<file path="src/rtl/switch_unit.sv">
// switch_unit: packet-atomic round-robin N:1 switch. Drains the heads of
// num_inports upstream queues into one downstream queue with zero latency and
// no internal buffering. Once a non-tail flit is forwarded, the grant stays on
// that inport until its tail flit has been forwarded.
module switch_unit #(
    parameter int data_width  = 32,
    parameter int num_inports = 4,
    parameter int sel_width   = (num_inports == 1) ? 1 : $clog2(num_inports)
) (
    input  logic                              clk,
    input  logic                              reset,
    input  logic [num_inports-1:0]            in_deq_rdy,
    input  logic [num_inports*data_width-1:0] in_deq_msg,
    output logic [num_inports-1:0]            in_deq_en,
    input  logic                              out_enq_rdy,
    output logic                              out_enq_en,
    output logic [data_width-1:0]             out_enq_msg,
    output logic [sel_width-1:0]              out_sel
);

    typedef enum logic {
        IDLE   = 1'b0,
        LOCKED = 1'b1
    } fsm_t;

    fsm_t                  fsm;
    logic [sel_width-1:0]  prio_ptr;
    logic [sel_width-1:0]  lock_idx;

    logic                  grant_valid;
    logic [sel_width-1:0]  grant_idx;
    logic [sel_width-1:0]  mux_idx;
    logic [data_width-1:0] sel_msg;
    logic                  xfer;
    logic                  tail;

    // Successor of an inport index; explicit compare so non-power-of-two
    // inport counts wrap to 0 instead of into an unused index.
    function automatic logic [sel_width-1:0] next_idx(input logic [sel_width-1:0] idx);
        return (idx == sel_width'(num_inports - 1)) ? '0 : idx + 1'b1;
    endfunction

    // Pick the granted inport: locked inport only, or a rotating search from prio_ptr.
    always_comb begin
        int idx;
        // NOTE: every combinational output gets a default first so no path
        // leaves it unassigned, which would infer a latch.
        grant_valid = 1'b0;
        grant_idx   = '0;
        idx         = 0;
        if (fsm == LOCKED) begin
            grant_valid = in_deq_rdy[lock_idx];
            grant_idx   = lock_idx;
        end else begin
            for (int k = 0; k < num_inports; k++) begin
                idx = int'(prio_ptr) + k;
                if (idx >= num_inports) begin
                    idx = idx - num_inports;
                end
                if (!grant_valid && in_deq_rdy[idx]) begin
                    grant_valid = 1'b1;
                    grant_idx   = sel_width'(idx);
                end
            end
        end
    end

    // Forward the granted flit and strobe both queues when a transfer happens.
    always_comb begin
        // While in reset the mux is steered to inport 0 so the data path stays clean.
        mux_idx     = reset ? grant_idx : '0;
        sel_msg     = in_deq_msg[int'(mux_idx)*data_width +: data_width];
        tail        = sel_msg[data_width-1];
        xfer        = reset && grant_valid && out_enq_rdy;
        out_enq_en  = xfer;
        out_enq_msg = sel_msg;
        out_sel     = mux_idx;
        in_deq_en   = '0;
        if (xfer) begin
            in_deq_en[grant_idx] = 1'b1;
        end
    end

    // Track packet boundaries; priority advances only on completed packets.
    always_ff @(posedge clk) begin
        // NOTE: all sequential state uses non-blocking assignments so every
        // register samples pre-edge values regardless of statement order.
        if (!reset) begin
            fsm      <= IDLE;
            prio_ptr <= '0;
            lock_idx <= '0;
        end else if (xfer) begin
            case (fsm)
                IDLE: begin
                    if (!tail) begin
                        fsm      <= LOCKED;
                        lock_idx <= grant_idx;
                    end else begin
                        prio_ptr <= next_idx(grant_idx);
                    end
                end
                LOCKED: begin
                    if (tail) begin
                        fsm      <= IDLE;
                        prio_ptr <= next_idx(lock_idx);
                    end
                end
                default: fsm <= IDLE;
            endcase
        end
    end

endmodule

</file>
<file path="config.mk">
export PLATFORM = sky130hd
export DESIGN_NAME = switch_unit
export DESIGN_NICKNAME = d
export VERILOG_FILES = /design/src/rtl/switch_unit.sv
export SDC_FILE = /design/constraint.sdc
export NUM_CORES = 1
export LEC_CHECK = 0
export CORE_AREA = 2 2 67 69
export DETAILED_ROUTE_END_ITERATION = 8
export DIE_AREA = 0 0 69 71
export DONT_BUFFER_PORTS = 1
export GPL_TIMING_DRIVEN = 1
export PLACE_DENSITY = 0.72
export SYNTH_ARGS = -nofsm -noshare
export SYNTH_HDL_FRONTEND = slang
export SYNTH_SLANG_ARGS = --single-unit
</file>
<file path="constraint.sdc">
create_clock -name clk -period 5.65 [get_ports clk]
set_input_delay 1.695 -clock clk [delete_from_list [all_inputs] [get_ports clk]]
set_output_delay 1.695 -clock clk [all_outputs]
set_load 0.05 [all_outputs]
</file>
==> flow_summary.yaml <==
global_route:
  grt.overflow.total: 0
  grt_usage_pct: 23.1
  grt_pass1_vias: 1964
  grt_pass1_wl_um: 9680
  antenna_found_initial: 0
  grt_max_degree: 76
critical_path:
  r2r_setup_slack_ns: 3.30
  worstSetupPathType: "in2out"
  endpoint_kind: "output port"
  cp_max_fo: 65
  critPathLaunchType: "input pin"
  cp.required_ns: 3.95
  arrival_ns: 3.55
clocking:
  ctsHoldBuffers: 0
  cts_buffer_depth: 2
  clkSinkCount: 5
  cts_resized: 0
  clk_root_buffer_cell: "clkbuf_8"
  insertion_delay_ns: 0.22
  tritoncts: "built"
  htreeDepth: 1
  cts_buffers: 3
  cts.clk_slew.worst_paths_ns: 0.03
  postCtsSetupBuffers: 0
logic_synthesis:
  yosysWarningCount: 0
  synth_area_leaders: "a211oi_2 (19%), nand3b_1 (12%), and3_1 (9.8%)"
  syn_nets: 406
  synth_cell_types: 41
  avgSynthCellArea_um2: 7.40
  synth-edff-count: 0
  synth_flop_cell: "dfxtp_1"
  synthCells: 266
  synth_seq_area_share_pct: 5.08
  ys_seq_elements: 5
  async_reset_ff_share_pct: 0
  yosysTopAreaCellShare_pct: 19.1
  synth_top_area_cell: "a211oi_2"
  syn_area_um2: 1970
timing:
  finalCriticalPeriod_ns: 5.24
  fmax_mhz: 191
  hold_viol: 0
  finalCritPeriodShare_pct: 92.8
  rsz0062_at_grt: "no"
  worst_slew_pin_slew_ns: 0.580
  finalSetupViolations: 0
  whs_ns: 0.538
  setup_tns_ns: 0
  fin_skew_ns: 0.000414
  drv_slew: 0
  relSlewSlack_pct: 61.3
pwr:
  p_leak_nw: 0.877
  power_mw: 0.781
  powerDensity_nw_per_um2: 359
  vdd_ir_drop_max_uv: 214
drt:
  remaining_drc_errors: 0
  ant_nets: 0
  wl_um: 6090
  via_count: 2179
  vias_per_cell: 6.58
  first_pass_iters: 5
  route.detailed.wl_per_inst_um: 18.4
  first_iter_violations: 115
placed_design:
  dp_hpwl_um: 4680
  port_buffers: 0
  gp_congestion: 0.955
die:
  die_h_um: 71
  start_util_pct: 46.8
  std_cell_rows: 24
  dieArea_um2: 4900
  ios: 174
  core_area_um2: 4200
  dieWidth_um: 69
layout:
  drive_gt1_share_pct: 28.7
  nets: 420
  n_antenna_cell: 0
  final_cell_mix: "buf_4 (36), a21oi_1 (34), nand3b_1 (31), and3_1 (31), a211oi_2 (30)"
  final_common_cell: "buf_4"
  area_delta_synth_final_pct: 10.5
  utilization_pct: 51.8
outcome:
  status: "complete, no violations"
min_path:
  min_path_type: "reg2reg"
flow_run:
  maxCapViolations: 0
flip-flops by register name, indices dropped and copies added (netlist names):
| signal | flops |
|---|---|
| prio_ptr | 2 |
| fsm | 1 |
| lock_idx | 2 |
cell usage after synthesis (2+ instances only):
cell type   n
nand3b_1   31
and2_1      5
nand2_1     9
clkbuf_1    9
a211oi_2   30
buf_2       6
inv_2       2
ha_1        5
o21ai_1    23
o21ai_0    13
and3_1     31
inv_1       5
o211ai_1    2
dfxtp_1     5
buf_6      12
mux2i_1     4
nor2b_1     5
a211oi_1    2
nand2b_1    3
buf_4       2
nand3_1     5
a21oi_1    34
nor2_1      5
power breakdown:
group          total (mW)  leakage [nW]  switching [mW]  internal [mW]
combinational       0.662         0.813           0.453          0.210
clock              0.0658        0.0228          0.0174         0.0484
sequential         0.0534        0.0409          0.0124         0.0411
total               0.781         0.877           0.482          0.299
metal layers:
| layer | global-route usage (%) | vias up | wire (um) |
|---|---|---|---|
| met5 | 0 | - | 0 |
| met4 | 5.45 | 0 | 77 |
| met3 | 3.56 | 11 | 466 |
| met2 | 43.2 | 118 | 3240 |
| met1 | 27.7 | 1007 | 2310 |
| li1 | - | 1043 | - |
final cells by class:
cell class                 count  area (um^2)
sequential                     5          100
fill                         424         2030
timing repair buffer          38          310
clock buffer                   4         45.0
inverter                       8         31.3
multi-input combinational    224         1620
tap                           52         65.1
cells by family after synthesis:
group	share of synthesized area [%]
AND/OR/NAND/NOR	31.6
AO/OA/AOI/OAI	44.5
multiplexers	3.18
flip-flops	5.08
buffers and inverters	12.5
adder cells (fa/ha/maj)	3.18
path summary, 6_finish.rpt:
path                 startpoint               to  depth (start not counted)
setup reg to reg    prio_ptr[1]              fsm                          7
setup / recovery  in_deq_rdy[2]  out_enq_msg[29]                          9
hold / removal      lock_idx[1]      lock_idx[1]                          2
hold reg to reg     lock_idx[1]      lock_idx[1]                          2
critical path, cell delays in order:
cell and delay, ns:
mux2i_1 0.17, nor2_1 0.11, o41a_4 0.40, clkinv_2 0.21, buf_12 0.27, and3_1 0.20, a211oi_2 0.04, a21oi_1 0.19
buf_4 0.23
stage by stage:
step / area [um^2] / setup slack [ns] / cells
after floorplan: 1970 / 0.0982 / 266
after global placement: 2130 / 0.475 / 327
after detailed placement: 2130 / 0.428 / 327
after CTS: 2180 / 0.417 / 331
after global routing: 2180 / 0.156 / 331
final: 2180 / 0.408 / 331
No activity file was read; power rests on OpenSTA's default activity.
